`src/rtl/zoom_pkg.sv`:
```
// zoom_pkg: definitions shared by the control unit and the zoom engines.
//   - instruction opcodes, default image geometry and memory widths
//   - engine FSM state encoding
//   - avg4(): 2x2 block average. Build option ZOOM_OUT_AVG_ROUND_EN selects
//     round-half-up; without it the average truncates.
package zoom_pkg;

    localparam int unsigned ORIGINAL_WIDTH  = 320;
    localparam int unsigned ORIGINAL_HEIGHT = 120;
    localparam int unsigned ADDR_W          = 16;
    localparam int unsigned DATA_W          = 16;
    localparam int unsigned PIX_W           = 8;

    // Destination region starts right after a 320x120 source image.
    localparam logic [ADDR_W-1:0] DST_BASE_DEFAULT = 16'd38400;

    typedef enum logic [2:0] {
        NOP,
        LOAD_IMG,
        ZOOM_IN_VD,
        ZOOM_IN_MP,
        ZOOM_OUT_MP,
        ZOOM_OUT_VD
    } zoom_opcode_t;

    typedef enum logic [1:0] {
        ZS_IDLE  = 2'd0,
        ZS_FETCH = 2'd1,
        ZS_WRITE = 2'd2,
        ZS_DONE  = 2'd3
    } zoom_state_t;

    // Sum of four pixels fits in PIX_W+2 bits; (1020 + 2) still fits,
    // so the rounded form never needs saturation.
    function automatic logic [PIX_W-1:0] avg4(input logic [PIX_W+1:0] sum);
        logic [PIX_W+1:0] t;
`ifdef ZOOM_OUT_AVG_ROUND_EN
        t = sum + (PIX_W+2)'(2);
`else
        t = sum;
`endif
        return t[PIX_W+1:2];
    endfunction

endpackage

```
`src/rtl/block_addr_gen.sv`:
```
// block_addr_gen: 2x2 block address walker for zoom_out_avg.
//   clock, reset_n    : clock, asynchronous active-low reset
//   load              : load pointers from src_base/dst_base, ox = oy = 0
//   step              : advance to the next block in raster order
//   a0..a3            : source addresses of the current block (TL, TR, BL, BR)
//   dst_ptr           : destination address of the current block
//   last_block        : current block is the bottom-right one
module block_addr_gen #(
    parameter int unsigned SRC_WIDTH  = 320,
    parameter int unsigned SRC_HEIGHT = 120,
    parameter int unsigned ADDR_W     = 16
) (
    input  logic              clock,
    input  logic              reset_n,
    input  logic              load,
    input  logic              step,
    input  logic [ADDR_W-1:0] src_base,
    input  logic [ADDR_W-1:0] dst_base,
    output logic [ADDR_W-1:0] a0,
    output logic [ADDR_W-1:0] a1,
    output logic [ADDR_W-1:0] a2,
    output logic [ADDR_W-1:0] a3,
    output logic [ADDR_W-1:0] dst_ptr,
    output logic              last_block
);

    localparam int unsigned DST_W = SRC_WIDTH / 2;
    localparam int unsigned DST_H = SRC_HEIGHT / 2;
    localparam int unsigned OX_W  = (DST_W > 1) ? $clog2(DST_W) : 1;
    localparam int unsigned OY_W  = (DST_H > 1) ? $clog2(DST_H) : 1;

    localparam logic [OX_W-1:0]   OX_LAST     = OX_W'(DST_W - 1);
    localparam logic [OY_W-1:0]   OY_LAST     = OY_W'(DST_H - 1);
    localparam logic [ADDR_W-1:0] ROW_STRIDE  = ADDR_W'(SRC_WIDTH);
    localparam logic [ADDR_W-1:0] PAIR_STRIDE = ADDR_W'(2 * SRC_WIDTH);

    logic [ADDR_W-1:0] row_ptr;
    logic [OX_W-1:0]   ox;
    logic [OY_W-1:0]   oy;

    always_comb begin
        a0         = row_ptr + ADDR_W'({ox, 1'b0});
        a1         = a0 + ADDR_W'(1);
        a2         = a0 + ROW_STRIDE;
        a3         = a2 + ADDR_W'(1);
        last_block = (ox == OX_LAST) && (oy == OY_LAST);
    end

    always_ff @(posedge clock or negedge reset_n) begin
        if (!reset_n) begin
            row_ptr <= '0;
            dst_ptr <= '0;
            ox      <= '0;
            oy      <= '0;
        end else if (load) begin
            row_ptr <= src_base;
            dst_ptr <= dst_base;
            ox      <= '0;
            oy      <= '0;
        end else if (step) begin
            dst_ptr <= dst_ptr + ADDR_W'(1);
            if (ox == OX_LAST) begin
                ox      <= '0;
                oy      <= oy + OY_W'(1);
                row_ptr <= row_ptr + PAIR_STRIDE;
            end else begin
                ox <= ox + OX_W'(1);
            end
        end
    end

endmodule

```
`src/rtl/zoom_out_avg.sv`:
```
// zoom_out_avg: 2x2 block-averaging downscaler (ZOOM_OUT_MP).
// Reads every 2x2 block of the source image and writes one averaged pixel
// per block, raster order, 6 cycles per output pixel.
//   clock, reset_n     : clock, asynchronous active-low reset
//   start              : one-cycle request, accepted in IDLE only
//   src_base, dst_base : source/destination (0,0) word addresses
//   mem_addr, mem_wr   : memory address and write enable
//   mem_data_out       : write data {8'h00, avg}
//   mem_q              : synchronous read data (1-cycle latency)
//   busy, done         : engine active / one-cycle completion pulse
// Build option: ZOOM_OUT_AVG_ROUND_EN selects round-half-up averaging.
module zoom_out_avg
    import zoom_pkg::zoom_state_t, zoom_pkg::ZS_IDLE, zoom_pkg::ZS_FETCH,
           zoom_pkg::ZS_WRITE, zoom_pkg::ZS_DONE, zoom_pkg::PIX_W, zoom_pkg::avg4;
#(
    parameter int unsigned SRC_WIDTH  = zoom_pkg::ORIGINAL_WIDTH,
    parameter int unsigned SRC_HEIGHT = zoom_pkg::ORIGINAL_HEIGHT,
    parameter int unsigned ADDR_W     = 16,
    parameter int unsigned DATA_W     = 16
) (
    input  logic              clock,
    input  logic              reset_n,
    input  logic              start,
    input  logic [ADDR_W-1:0] src_base,
    input  logic [ADDR_W-1:0] dst_base,
    output logic [ADDR_W-1:0] mem_addr,
    output logic              mem_wr,
    output logic [DATA_W-1:0] mem_data_out,
    input  logic [DATA_W-1:0] mem_q,
    output logic              busy,
    output logic              done
);

    if ((SRC_WIDTH % 2) != 0 || (SRC_HEIGHT % 2) != 0 || SRC_WIDTH == 0 || SRC_HEIGHT == 0)
    begin : g_bad_geometry
        $error("zoom_out_avg: SRC_WIDTH and SRC_HEIGHT must be even and non-zero");
    end

    zoom_state_t       state;
    logic [2:0]        phase;
    logic [PIX_W+1:0]  acc;
    logic [PIX_W+1:0]  sum;
    logic              last_q;
    logic              load;
    logic              step;
    logic              unused_hi;

    logic [ADDR_W-1:0] a0, a1, a2, a3, dst_ptr;
    logic              last_block;

    always_comb begin
        sum       = acc + {2'b00, mem_q[PIX_W-1:0]};
        load      = (state == ZS_IDLE) && start;
        step      = (state == ZS_FETCH) && (phase == 3'd4);
        unused_hi = ^mem_q[DATA_W-1:PIX_W];
    end

    block_addr_gen #(
        .SRC_WIDTH  (SRC_WIDTH),
        .SRC_HEIGHT (SRC_HEIGHT),
        .ADDR_W     (ADDR_W)
    ) u_addr_gen (
        .clock      (clock),
        .reset_n    (reset_n),
        .load       (load),
        .step       (step),
        .src_base   (src_base),
        .dst_base   (dst_base),
        .a0         (a0),
        .a1         (a1),
        .a2         (a2),
        .a3         (a3),
        .dst_ptr    (dst_ptr),
        .last_block (last_block)
    );

    // Outputs are registered one cycle ahead of the state they belong to.
    // The walker steps on the edge entering WRITE, so the destination
    // address and last-block flag are captured from their pre-step values
    // there, and the next block's a0 is already valid when WRITE ends.
    always_ff @(posedge clock or negedge reset_n) begin
        if (!reset_n) begin
            state        <= ZS_IDLE;
            phase        <= '0;
            acc          <= '0;
            last_q       <= 1'b0;
            mem_addr     <= '0;
            mem_wr       <= 1'b0;
            mem_data_out <= '0;
            busy         <= 1'b0;
            done         <= 1'b0;
        end else begin
            case (state)
                ZS_IDLE: begin
                    done <= 1'b0;
                    if (start) begin
                        state    <= ZS_FETCH;
                        phase    <= '0;
                        busy     <= 1'b1;
                        mem_addr <= src_base;
                    end
                end
                ZS_FETCH: begin
                    phase <= phase + 3'd1;
                    if (phase == 3'd0) acc <= '0;
                    else               acc <= sum;
                    case (phase)
                        3'd0:    mem_addr <= a1;
                        3'd1:    mem_addr <= a2;
                        3'd2:    mem_addr <= a3;
                        default: ;
                    endcase
                    if (phase == 3'd4) begin
                        state        <= ZS_WRITE;
                        last_q       <= last_block;
                        mem_addr     <= dst_ptr;
                        mem_wr       <= 1'b1;
                        mem_data_out <= DATA_W'(avg4(sum));
                    end
                end
                ZS_WRITE: begin
                    mem_wr       <= 1'b0;
                    mem_data_out <= '0;
                    if (last_q) begin
                        state <= ZS_DONE;
                        busy  <= 1'b0;
                        done  <= 1'b1;
                    end else begin
                        state    <= ZS_FETCH;
                        phase    <= '0;
                        mem_addr <= a0;
                    end
                end
                ZS_DONE: begin
                    done  <= 1'b0;
                    state <= ZS_IDLE;
                end
                default: state <= ZS_IDLE;
            endcase
        end
    end

endmodule
```
`config.mk`:
```
export PLATFORM = sky130hd
export DESIGN_NAME = zoom_out_avg
export DESIGN_NICKNAME = d
export VERILOG_FILES = /design/src/rtl/zoom_pkg.sv /design/src/rtl/block_addr_gen.sv /design/src/rtl/zoom_out_avg.sv
export SDC_FILE = /design/constraint.sdc
export NUM_CORES = 1
export LEC_CHECK = 0
export ABC_CLOCK_PERIOD_IN_PS = 7260
export BUFFER_PORTS_ARGS = -buffer_cell sky130_fd_sc_hd__buf_4
export CAP_MARGIN = 40
export CELL_PAD_IN_SITES_DETAIL_PLACEMENT = 1
export CELL_PAD_IN_SITES_GLOBAL_PLACEMENT = 1
export CORE_MARGIN = 4
export CORE_UTILIZATION = 48
export DETAILED_ROUTE_END_ITERATION = 16
export PLACE_DENSITY_LB_ADDON = 0.1
export SLEW_MARGIN = 10
export SYNTH_ARGS = -nofsm -noshare
export SYNTH_HDL_FRONTEND = slang
export SYNTH_SLANG_ARGS = --single-unit
```
`constraint.sdc`:
```
create_clock -name clock -period 7.26 [get_ports clock]
set_input_delay 1.452 -clock clock [delete_from_list [all_inputs] [get_ports clock]]
set_output_delay 1.452 -clock clock [all_outputs]
set_load 0.1 [all_outputs]
```
==> out/results.txt <==
Synth area leader: dfrtp_1
synthesized cell area: 6290 sq um
Worst Setup End Kind: flip-flop
nets: 875
router iterations before antenna repair: 5
post-route ant nets: 0
Clock transition at path regs: 0.07 ns
TNS Setup: 0 ns
Final Hold Fails: 0
Cell Chain, Critical Path: ha_1 > inv_1 > fa_1 > nand2b_1 > a21oi_1 > or3_1 > and2_1 > ha_1 > o211ai_1 > a21oi_1 > o21ai_0 > a211oi_2 > a31o_1 > nand3_1 > a221o_1
kind of cell adding the most delay to the critical path: compound AO/OA/AOI/OAI gates
Max Cap Viol: 0
IO buf count: 69
CORE AREA: 12700 sq um
Placer Congestion: 0.943
Worst Reg-to-Reg Cells: 15
maximum VDD drop: 221 uV
sequential-to-total area share from yosys stat: 35.4%
required time worst endpoint: 7.50 ns
DP Wirelength: 14.7 mm
Most used DFF post-synth: dfrtp_1
# setup viols final: 0
Root Buffer: clkbuf_16
final WL: 19.8 mm
CTS tree: built
Register Area: 2230 sq um
EDFF count, synth: 0
Starting Density: 49.5%
hold-fix buffer count after cts: 0
WL per Instance: 20.5 um
Synth top area share: 35.4%
largest net degree at the start of global routing: 74
ant diodes: 0
cell row count: 41
vias per cell: 5.98
post_cts resized: 0
Multi-input gate area: 3760 sq um
DRC errors left: 0
Critical Path Max Stage Delay: 0.55 ns
Fillers: 1585
P per Cell Area: 448 nW/um^2
Max Slew Vio Count: 0
Critical Path Fanout Max: 13
synth top area cells: dfrtp_1, ha_1, o21ai_0
initial antenna violation count: 0
I/O pin cnt: 86
DIE AREA: 15000 sq um
crit path time final: 4.37 ns
hold_sp: mem_addr[1]
Synth cell types: 73
Slew headroom: 45.4%
worst skew pair latency: 0.36 ns
reg2reg end: mem_addr[15]
hold depth: 2
Data arrival, critical path: 4.60 ns
Seq cells post-synth: 89
RSZ-0062 raised after global routing: no
CTS Buffer Depth: 2
Post-Synthesis Cells: 737
setup slack, reg-to-reg: 2.89 ns
first-pass GRT wire length: 32.7 mm
asr flop ratio synth: 100%
share of post-route cells with drive strength above 1: 15.7%
Hold Path Class: reg -> reg
RR Startpoint: u_addr_gen.ox[0]
post-CTS setup buffer count: 0
Area growth, synth to finish: 15.3%
H-tree depth: 3
Mean Syn Cell Area: 8.54 sq um
Starting DRT DRC Count: 362
vias in the first global route: 6171
Inserted Clock Buffers: 9
Layout Skew: 0.0130 ns
P_leak: 3.09 nW
CP max stage cell: ha_1
die width: 122 um
Synth warnings: 0
GRT overflow: 0
total global-route track usage: 28.1%
Worst-Margin Slew: 0.818 ns
DP Area: 6940 sq um
crit start category: flip-flop
WP buf/inv: 1
height of the die: 122 um
hold path endpoint: mem_addr[1]
crit share post-route: 60.2%
design area: 7260 sq um
Via Count: 5787
status: finished, final reports clean
clock sinks: 89
Max Clk Rate: 229 MHz
Crit Path Category: reg -> reg
layout by cell type, fill, tap and decap left out, types with 4 or more instances in the layout:
master	synthesis	routed
a211oi_1	4	4
a21o_1	9	9
a21oi_1	31	31
a221oi_1	5	5
a31oi_1	6	6
and2_1	7	6
and3_1	9	9
and4_1	4	4
buf_4	8	78
clkbuf_16	0	9
conb_1	1	8
dfrtp_1	89	89
ha_1	31	31
inv_1	34	34
mux2_2	9	9
mux2i_1	4	4
nand2_1	88	88
nand2b_1	6	6
nand3_1	19	19
nand4_1	12	12
nor2_1	51	51
nor2b_1	7	7
nor3_1	20	20
o211ai_1	12	12
o21a_1	4	4
o21ai_0	76	76
o21ai_1	4	4
o21bai_1	4	4
o22ai_1	11	11
o31ai_1	8	8
or3_1	7	7
xnor2_1	38	38
xor2_1	23	23
sequential cells by signal (all words and copies together), names as in the netlist:
signal              cells
mem_addr               16
u_addr_gen.dst_ptr     16
u_addr_gen.row_ptr     16
acc                    10
mem_data_out            8
u_addr_gen.ox           8
u_addr_gen.oy           6
phase                   3
state                   2
busy                    1
done                    1
last_q                  1
mem_wr                  1
worst register-to-register path, cell delays in order, from the launching register on:
cell and delay, ns:
dfrtp_1 0.46, ha_1 0.24, inv_1 0.07, fa_1 0.40, nand2b_1 0.22, a21oi_1 0.19
or3_1 0.18, and2_1 0.28, ha_1 0.55, o211ai_1 0.18, a21oi_1 0.24, o21ai_0 0.14
a211oi_2 0.42, a31o_1 0.23, nand3_1 0.08, a221o_1 0.36
area by class of cell:
cell class,instances,share of cell area [%]
Clock buffer,9,3.10
Clock inverter,7,1.22
Inverter,34,1.76
Sequential cell,89,30.7
Timing Repair Buffer,80,8.43
Multi-Input combinational cell,577,51.8
Tap cell,172,2.97
cell usage after synthesis (8+ instances only):
| master | instances |
|---|---|
| a21o_1 | 9 |
| a21oi_1 | 31 |
| and3_1 | 9 |
| buf_4 | 8 |
| clkbuf_1 | 29 |
| dfrtp_1 | 89 |
| ha_1 | 31 |
| inv_1 | 34 |
| mux2_2 | 9 |
| nand2_1 | 88 |
| nand3_1 | 19 |
| nand4_1 | 12 |
| nor2_1 | 51 |
| nor3_1 | 20 |
| o211ai_1 | 12 |
| o21ai_0 | 76 |
| o22ai_1 | 11 |
| o31ai_1 | 8 |
| xnor2_1 | 38 |
| xor2_1 | 23 |
worst max path at each step:
| stage | start | cells past startpoint | to |
|---|---|---|---|
| finish | u_addr_gen.ox[0] | 15 | mem_addr[15] |
| global route | u_addr_gen.ox[0] | 15 | mem_addr[15] |
| CTS | u_addr_gen.ox[0] | 15 | mem_addr[15] |
| detailed placement | u_addr_gen.ox[0] | 15 | mem_addr[15] |
| global placement | u_addr_gen.ox[0] | 15 | mem_addr[15] |
| floorplan | u_addr_gen.ox[0] | 17 | mem_addr[15] |
metrics by stage:
step	hold WS, ns	setup slack [ns]	power [mW]	instances	utilization (%)
2_1_floorplan	0.480	3.53	2.22	744	-
3_3_place_gp	0.464	3.14	2.63	949	54.3
3_5_place_dp	0.468	3.05	2.74	952	54.6
4_1_cts	0.484	3.00	3.25	968	57.0
5_1_grt	0.520	2.54	3.49	968	57.0
6_report	0.483	2.89	3.25	968	57.0
report_power, final:
part           internal (mW)  switching, mW  leakage, nW  total, mW
sequential             0.670          0.166         1.14      0.836
clock                  0.273          0.224        0.143      0.497
combinational          0.609           1.31         1.80       1.92
routing by layer:
layer | share of wire, % | up-vias | track usage, % | wire length, um
li1 | - | 2733 | - | -
met1 | 43 | 2867 | 37.0 | 8540
met2 | 50 | 166 | 47.6 | 9820
met3 | 5.8 | 21 | 5.35 | 1150
met4 | 1.5 | 0 | 7.35 | 307
met5 | 0 | - | 0 | 0
logic make-up (layout without fill, tap and decap cells):
group / after synthesis / in the layout / share of synthesized area [%]
AOI/OAI and AO/OA: 215 / 215 / 22.5
xor gates and xnor gates: 61 / 61 / 8.49
adders and majority gates: 33 / 33 / 6.80
buffers and inverters: 78 / 130 / 5.29
DFF: 89 / 89 / 35.4
muxes: 13 / 13 / 2.25
other: 1 / 8 / 0.0596
and+or+nand+nor: 247 / 247 / 19.2
Power figures use the tool's default switching activity.
